`src/rtl/pkt_job_ctrl.sv`:
```
// pkt_job_ctrl: runs one packet-builder -> packet-parser round trip per accepted job and
// returns a status word. Define PKT_JOB_WDOG_EN to enable the per-phase watchdog.
module pkt_job_ctrl #(
  parameter int TIMEOUT_CYCLES = 1024
) (
  input  logic        clk,
  input  logic        reset,
  input  logic        cmd_valid,
  output logic        cmd_ready,
  input  logic [31:0] cmd_addr,
  input  logic [17:0] cmd_cfg,
  output logic        pb_start,
  input  logic        pb_busy,
  input  logic        pb_irq,
  output logic [31:0] pb_addr_in,
  output logic [16:0] pb_cfg,
  input  logic [31:0] pb_addr_out,
  output logic        pp_start,
  input  logic        pp_busy,
  input  logic        pp_irq,
  output logic [31:0] pp_addr_hdr,
  output logic        pp_ignore_ecc_err,
  input  logic [2:0]  pp_pkt_flags,
  input  logic [3:0]  pp_pkt_byte_cnt,
  input  logic [3:0]  pp_pkt_type,
  output logic        res_valid,
  input  logic        res_ready,
  output logic [7:0]  res_status,
  output logic [31:0] res_addr
);

  typedef enum logic [2:0] {
    S_IDLE,
    S_PB_LAUNCH,
    S_PB_WAIT,
    S_PP_LAUNCH,
    S_PP_WAIT,
    S_RESULT
  } state_t;

  if (TIMEOUT_CYCLES < 2) begin : g_bad_timeout
    $error("pkt_job_ctrl: TIMEOUT_CYCLES must be at least 2");
  end

  state_t      r_state;
  logic [31:0] r_pb_addr_in;
  logic [16:0] r_pb_cfg;
  logic        r_pp_ignore;
  logic        r_pb_start;
  logic        r_pp_start;
  logic [31:0] r_pp_addr_hdr;
  logic        r_res_valid;
  logic [7:0]  r_res_status;
  logic [31:0] r_res_addr;

  logic [2:0]  w_exp_flags;
  logic [7:0]  w_pp_status;
  logic        w_wdog_expired;

  // Flags the parser should report given what the job asked the builder to inject.
  assign w_exp_flags[0] = r_pb_cfg[8] && (r_pb_cfg[11:10] == 2'b01);
  assign w_exp_flags[1] = r_pb_cfg[8] && r_pb_cfg[11];
  assign w_exp_flags[2] = r_pb_cfg[9] && r_pb_cfg[12];

  assign w_pp_status = {2'b00,
                        (w_exp_flags != pp_pkt_flags),
                        (pp_pkt_type != r_pb_cfg[7:4]),
                        (pp_pkt_byte_cnt != r_pb_cfg[3:0]),
                        pp_pkt_flags};

`ifdef PKT_JOB_WDOG_EN
  localparam int WDOG_W = $clog2(TIMEOUT_CYCLES);
  logic [WDOG_W-1:0] r_wdog;

  assign w_wdog_expired = (r_wdog == WDOG_W'(TIMEOUT_CYCLES - 1));

  // Cleared while launching, so each WAIT phase starts counting from zero.
  always_ff @(posedge clk) begin
    if (reset || r_state == S_PB_LAUNCH || r_state == S_PP_LAUNCH) begin
      r_wdog <= '0;
    end else if (r_state == S_PB_WAIT || r_state == S_PP_WAIT) begin
      r_wdog <= r_wdog + 1'b1;
    end
  end
`else
  assign w_wdog_expired = 1'b0;
`endif

  always_ff @(posedge clk) begin
    if (reset) begin
      r_state       <= S_IDLE;
      r_pb_addr_in  <= '0;
      r_pb_cfg      <= '0;
      r_pp_ignore   <= 1'b0;
      r_pb_start    <= 1'b0;
      r_pp_start    <= 1'b0;
      r_pp_addr_hdr <= '0;
      r_res_valid   <= 1'b0;
      r_res_status  <= '0;
      r_res_addr    <= '0;
    end else begin
      r_pb_start <= 1'b0;
      r_pp_start <= 1'b0;
      case (r_state)
        S_IDLE: begin
          if (cmd_valid) begin
            r_pb_addr_in <= cmd_addr;
            r_pb_cfg     <= cmd_cfg[16:0];
            r_pp_ignore  <= cmd_cfg[17];
            r_pb_start   <= !pb_busy;
            r_state      <= S_PB_LAUNCH;
          end
        end
        // The start pulse is decided one cycle ahead, so LAUNCH exits once it is out.
        S_PB_LAUNCH: begin
          if (r_pb_start) r_state <= S_PB_WAIT;
          else            r_pb_start <= !pb_busy;
        end
        S_PB_WAIT: begin
          if (pb_irq) begin
            r_pp_addr_hdr <= pb_addr_out;
            r_res_addr    <= pb_addr_out;
            r_pp_start    <= !pp_busy;
            r_state       <= S_PP_LAUNCH;
          end else if (w_wdog_expired) begin
            r_res_status <= 8'h40;
            r_res_addr   <= '0;
            r_res_valid  <= 1'b1;
            r_state      <= S_RESULT;
          end
        end
        S_PP_LAUNCH: begin
          if (r_pp_start) r_state <= S_PP_WAIT;
          else            r_pp_start <= !pp_busy;
        end
        S_PP_WAIT: begin
          if (pp_irq) begin
            r_res_status <= w_pp_status;
            r_res_valid  <= 1'b1;
            r_state      <= S_RESULT;
          end else if (w_wdog_expired) begin
            r_res_status <= 8'hC0;
            r_res_valid  <= 1'b1;
            r_state      <= S_RESULT;
          end
        end
        S_RESULT: begin
          if (res_ready) begin
            r_res_valid <= 1'b0;
            r_state     <= S_IDLE;
          end
        end
        default: r_state <= S_IDLE;
      endcase
    end
  end

  assign cmd_ready         = (r_state == S_IDLE) && !reset;
  assign pb_start          = r_pb_start;
  assign pb_addr_in        = r_pb_addr_in;
  assign pb_cfg            = r_pb_cfg;
  assign pp_start          = r_pp_start;
  assign pp_addr_hdr       = r_pp_addr_hdr;
  assign pp_ignore_ecc_err = r_pp_ignore;
  assign res_valid         = r_res_valid;
  assign res_status        = r_res_status;
  assign res_addr          = r_res_addr;

endmodule

```
`config.mk`:
```
export PLATFORM = sky130hd
export DESIGN_NAME = pkt_job_ctrl
export DESIGN_NICKNAME = d
export VERILOG_FILES = /design/src/rtl/pkt_job_ctrl.sv
export SDC_FILE = /design/constraint.sdc
export NUM_CORES = 1
export LEC_CHECK = 0
export BUFFER_PORTS_ARGS = -buffer_cell sky130_fd_sc_hd__buf_2
export CORE_ASPECT_RATIO = 0.75
export CORE_UTILIZATION = 43
export DETAILED_ROUTE_END_ITERATION = 10
export PLACE_DENSITY = 0.89
export SYNTH_ARGS = -nofsm -noshare
export SYNTH_HDL_FRONTEND = slang
export SYNTH_SLANG_ARGS = --single-unit
```
`constraint.sdc`:
```
create_clock -name clk -period 1.7 [get_ports clk]
set_input_delay 0.34 -clock clk [delete_from_list [all_inputs] [get_ports clk]]
set_output_delay 0.34 -clock clk [all_outputs]
set_load 0.02 [all_outputs]
```
==> results of run 1 <==
synth_stat cells:
cell,instances
clkbuf_1,16
nand3_1,1
o41ai_1,2
nand4b_1,1
xnor2_1,3
a21oi_1,88
buf_2,9
nand2b_1,1
o21ai_0,1
nor2b_1,2
buf_4,35
nor2_1,7
buf_6,6
nor4_1,2
mux2i_1,3
nand2_1,180
xor2_1,8
inv_1,2
nor4b_1,1
nor3_1,2
nand3b_1,3
nor2_2,1
nor4b_4,1
a22oi_1,1
and3_1,1
conb_1,1
o22ai_1,1
dfxtp_1,94
a21oi_2,1
a2bb2oi_1,1
or2_1,1
or2_2,1
nand3b_4,1
path summary, 6_finish.rpt:
kind / startpoint / end / slack [ps] / cells after the start
hold reg to reg: pb_addr_in[17] / pb_addr_in[17] / 460 / 2
setup / recovery: r_state[0] / cmd_ready / 90 / 3
hold / removal: pp_busy / pp_start / 180 / 2
setup reg to reg: r_state[0] / res_status[5] / 300 / 4
cell usage in the layout (no fill, tap or decap), drive strengths merged, types with 2 or more instances in the layout:
cell / instances
a21oi: 89
buf: 233
clkbuf: 10
clkinv: 5
conb: 2
dfxtp: 94
inv: 2
mux2i: 3
nand2: 180
nand3b: 4
nor2: 8
nor2b: 2
nor3: 2
nor4: 2
nor4b: 2
o41ai: 2
or2: 2
xnor2: 3
xor2: 8
sequential cells by signal (all words and copies together), names as in the netlist:
register and count:
pb_addr_in 32, res_addr 32, pb_cfg 17, res_status 6
r_state 3, pb_start 1, pp_ignore_ecc_err 1, pp_start 1
res_valid 1
stage by stage:
stage,worst slack (ps),hold WS (ps)
CTS,29.8,155
floorplan,146,417
global route,21.4,172
global placement,182,439
detailed placement,181,446
finish,94.8,179
worst reg2reg max path: stages (launching register included):
cell and delay [ps]:
dfxtp_1 400, nor2_1 200, nand3_1 220, nor4_1 330, nor3_1 90
cell families after synthesis:
group | after synthesis | synth area share [%]
XOR/XNOR | 11 | 2.53
flip-flops | 94 | 49.4
other | 1 | 0.0985
buffers and inverters | 68 | 11.6
multiplexers | 3 | 0.789
AO/OA/AOI/OAI | 95 | 13.0
AND/OR/NAND/NOR | 206 | 22.5
layer usage:
metal	GRT usage (%)	part of all wire [%]	routed length [um]
met1	21.9	41	3830
met2	35.9	49	4600
met3	7.26	8.5	793
met4	6.18	1.2	108
met5	0	0	0
layout make-up:
type                    count  area [um2]
repair buffers            233        1230
clock buffers              10         229
fillers                   756        3490
multi-input cells         317        1490
well taps                 108         135
clock inverters             6        62.6
inverters                   2        7.51
flip-flops and latches     94        1880
where the power goes:
group,leakage [nW],switching (W),internal (W),total [W]
logic,1.57,0.000411,0.000274,0.000684
registers,0.766,0.0000636,0.00230,0.00236
clock network,0.146,0.000796,0.00114,0.00193
total,2.48,0.00127,0.00371,0.00498
timing repair:
action	in CTS	in global routing
endpoints found under the setup margin	1	1
gates resized for setup	3	1
hold endpoints to repair	0	0
hold buffers	0	0
==> flow_metrics.env, run 1 <==
export IMPL_status="completed"
export IMPL_slew_headroom_pct=38.6
export IMPL_avgSynthCellArea_um2=7.96
export IMPL_critPathArrivalTime_ps=1270
export IMPL_p_leak_nw=2.48
export IMPL_cts_sinks=94
export IMPL_synth_distinct_cells=33
export IMPL_clk_latency_ps=330
export IMPL_worst_clock_skew_ps=7.36
export IMPL_drtAntennaViolNets=0
export IMPL_tightest_slew_ps=921
export IMPL_fin_cells=770
export IMPL_grt_pass1_wl_um=14900
export IMPL_rows=29
export IMPL_nNetsFinal=758
export IMPL_dr_pass1_iters=4
export IMPL_avgRoutedWirePerCell_um=12.1
export IMPL_drv_cap=0
export IMPL_required_ps=1360
export IMPL_synth_top_cell_by_area="dfxtp_1"
export IMPL_cp_cell_sequence="buf_4 -> nor3_2 -> buf_4"
export IMPL_fin_crit_ps=1610
export IMPL_crit_buf_inv=2
export IMPL_final_layout_size_suffix_gt1_share_pct=38.5
export IMPL_die_h_um=83.5
export IMPL_hold_violations=0
export IMPL_overflow=0
export IMPL_antenna_cells=0
export IMPL_crit_path_end_kind="output pin"
export IMPL_numPortBuffers=224
export IMPL_dp_cells=754
export IMPL_critPathKind="flop to output pin"
export IMPL_ios=227
export IMPL_cts_tree="yes"
export IMPL_final_setup_viol_count=0
export IMPL_start_util_pct=44.6
export IMPL_drv_slew=0
export IMPL_yosysSeqAreaShare_pct=49.4
export IMPL_synth_top_area_share_pct=49.4
export IMPL_drc=0
export IMPL_start_kind="flop"
export IMPL_ys_top_cells_by_area="dfxtp_1 49%, nand2_1 18%, a21oi_1 12%"
export IMPL_area_delta_synth_final_pct=32.4
export IMPL_clk_root_buffer_cell="clkbuf_16"
export IMPL_viasPerCell=4.80
export IMPL_vias=3696
export IMPL_rsz0062_at_grt="no"
export IMPL_gp_congestion=0.851
export IMPL_cpLargestDelayFamily="flip-flops"
export IMPL_place_area_um2=4740
export IMPL_grt_pass1_vias=3347
export IMPL_power_density_nw_per_um2=988
export IMPL_clk_pin_slew_ps=60
export IMPL_die_area_um2=9240
export IMPL_irDropWorstVdd_mv=0.844
export IMPL_core_um2=8530
export IMPL_yosysWarnings=0
export IMPL_finish_utilization_pct=59.1
export IMPL_synth_cells=478
export IMPL_total_power_w=0.00498
export IMPL_hpwl_um=6990
export IMPL_design_area_um2=5040
export IMPL_critPathMaxFanout=8
export IMPL_grt_start_max_net_pins=93
export IMPL_totalNegativeSetupSlack_ps=0
export IMPL_cts_made_buffers=9
export IMPL_cp_slowest_cell="dfxtp_1"
export IMPL_h_tree_depth=3
export IMPL_crit_top_cell="buf_4"
export IMPL_netlist_area_um2=3810
export IMPL_drt_total_wl_um=9330
export IMPL_clock_path_buffers=2
export IMPL_worst_hold_path_type="input port to flop"
export IMPL_track_usage_pct=19.9
export IMPL_period_share_pct=94.4
export IMPL_postCtsSetupBuffers=0
export IMPL_die_w_um=111
export IMPL_antenna_found_initial=0
export IMPL_ys_seq_elements=94
export IMPL_worst_path_largest_cell_delay_ps=400
export IMPL_dr_first_iter_drc_count=168
export IMPL_fmax_mhz=623
Note: power is estimated with default switching activity, not from simulation.
==> inputs of run 2 (changes only) <==
- CAP_MARGIN: not set -> 20
- CORE_MARGIN: not set -> 2
==> run 2 against run 1 <==
Compared with the run above:
- sequential share of layout area fell by 0.53 points
- routed wire length rose by 9.6%
- sequential cell count did not move
- critical endpoint unchanged
- highest routed layer unchanged
==> flow_metrics.env, run 2 (same netlist as run 1, synthesis figures left out) <==
export IMPL_cpLargestDelayFamily="simple AND/OR/NAND/NOR gates"
export IMPL_die_h_um=85.5
export IMPL_totalNegativeSetupSlack_ps=0
export IMPL_crit_buf_inv=1
export IMPL_dp_slack_ps=80.2
export IMPL_dr_pass1_iters=4
export IMPL_multi_input_area_um2=1500
export IMPL_tightest_slew_ps=898
export IMPL_numPortBuffers=224
export IMPL_clk_latency_ps=330
export IMPL_slew_headroom_pct=40.2
export IMPL_avgRoutedWirePerCell_um=13.2
export IMPL_worst_hold_path_type="input port to flop"
export IMPL_cp_slowest_cell="dfxtp_1"
export IMPL_p_sw_w=0.00129
export IMPL_start_util_pct=44.6
export IMPL_rows=29
export IMPL_required_ps=1360
export IMPL_gp_congestion=0.861
export IMPL_hold_violations=0
export IMPL_cp_cell_sequence="or2_4 -> nor3_4 -> buf_6"
export IMPL_clk_pin_slew_ps=60
export IMPL_area_delta_synth_final_pct=34.2
export IMPL_regArea_um2=1880
export IMPL_overflow=0
export IMPL_hpwl_um=7730
export IMPL_ios=227
export IMPL_clock_path_buffers=2
export IMPL_fin_crit_ps=1630
export IMPL_seqPwrFrac_pct=45.4
export IMPL_status="completed"
export IMPL_core_um2=8530
export IMPL_critPathArrivalTime_ps=1290
export IMPL_cts_made_buffers=9
export IMPL_irDropWorstVdd_mv=0.884
export IMPL_grt_pass1_vias=3517
export IMPL_final_cell_mix="223 x buf_2, 180 x nand2_1, 94 x dfxtp_1"
export IMPL_p_leak_nw=2.51
export IMPL_power_density_nw_per_um2=1020
export IMPL_nNetsFinal=761
export IMPL_setup_ws_ps=72.6
export IMPL_hold_slack_ps=173
export IMPL_viasPerCell=4.90
export IMPL_final_layout_size_suffix_gt1_share_pct=38.7
export IMPL_layout_cells_most_common="buf_2"
export IMPL_drc=0
export IMPL_p_int_w=0.00390
export IMPL_crit_path_end_kind="output pin"
export IMPL_drv_cap=0
export IMPL_h_tree_depth=3
export IMPL_postCtsSetupBuffers=0
export IMPL_rsz0062_at_grt="no"
export IMPL_drv_slew=0
export IMPL_critPathKind="flop to output pin"
export IMPL_grt_pass1_wl_um=16200
export IMPL_die_w_um=113
export IMPL_start_kind="flop"
export IMPL_cts_hold_buf=0
export IMPL_cts_repair_resize_count=5
export IMPL_antenna_found_initial=0
export IMPL_period_share_pct=95.7
export IMPL_drt_total_wl_um=10200
export IMPL_swShare_pct=24.9
export IMPL_grt_start_max_net_pins=93
export IMPL_drtAntennaViolNets=0
export IMPL_antenna_cells=0
export IMPL_die_area_um2=9630
export IMPL_cts_sinks=94
export IMPL_worst_path_largest_cell_delay_ps=340
export IMPL_cts_tree="yes"
export IMPL_critPathMaxFanout=4
export IMPL_fmax_mhz=614
export IMPL_final_setup_viol_count=0
export IMPL_track_usage_pct=20.9
export IMPL_worst_clock_skew_ps=8.94
export IMPL_pwr_share_clk_pct=41.1
export IMPL_clk_root_buffer_cell="clkbuf_16"
export IMPL_fill_cells=741
export IMPL_vias=3785
export IMPL_dr_first_iter_drc_count=229
export IMPL_combPwrFrac_pct=13.5
run 2: cell count changes in the layout (fill, tap and decap cells not counted), sizes merged:
cell,change
inv,+1
bufinv,+1
clkinv,-3
buf,+3
run 2: worst paths after layout:
kind              slack [ps]  cells after the start             to       start
hold / removal           170                      2       pp_start     pp_busy
setup / recovery          70                      3      cmd_ready  r_state[2]
setup reg to reg         210                      5  res_status[5]  r_state[0]
hold reg to reg          450                      2     pb_cfg[16]  pb_cfg[16]
run 2: per-stage QoR:
stage / std cells / utilization [%] / power (W) / area, um2
after floorplan: 479 / - / 0.00283 / 3810
after global routing: 772 / 59.9 / 0.00544 / 5110
final: 772 / 59.9 / 0.00520 / 5110
after global placement: 756 / 55.7 / 0.00308 / 4750
after CTS: 772 / 59.9 / 0.00526 / 5110
after detailed placement: 757 / 55.9 / 0.00310 / 4770
run 2: worst reg2reg max path: stages, from the launching register on:
cell     delay [ps]
dfxtp_1         310
buf_4           200
nor2_1          200
nand3_1         230
nor4_1          330
nor3_1           80
run 2: metal layers:
layer  track usage [%]  routed length [um]
met1              23.4                4020
met4              7.10                 179
met3              7.14                 952
met2              37.2                5070
met5                 0                   0
run 2: layout make-up:
type	count	share of cell area [%]
Sequential cell	94	36.8
Multi-Input combinational cell	317	29.3
Timing Repair Buffer	236	24.7
Clock buffer	10	4.68
Tap cell	108	2.65
Clock inverter	5	1.62
Inverter	2	0.147
run 2: power by group through the flow:
| stage | combinational, W | clock [W] | sequential, W |
|---|---|---|---|
| finish | 0.000702 | 0.00214 | 0.00236 |
| global route | 0.000770 | 0.00231 | 0.00237 |
| CTS | 0.000704 | 0.00220 | 0.00236 |
| detailed placement | 0.000695 | 0 | 0.00240 |
| global placement | 0.000677 | 0 | 0.00240 |
| floorplan | 0.000311 | 0 | 0.00251 |
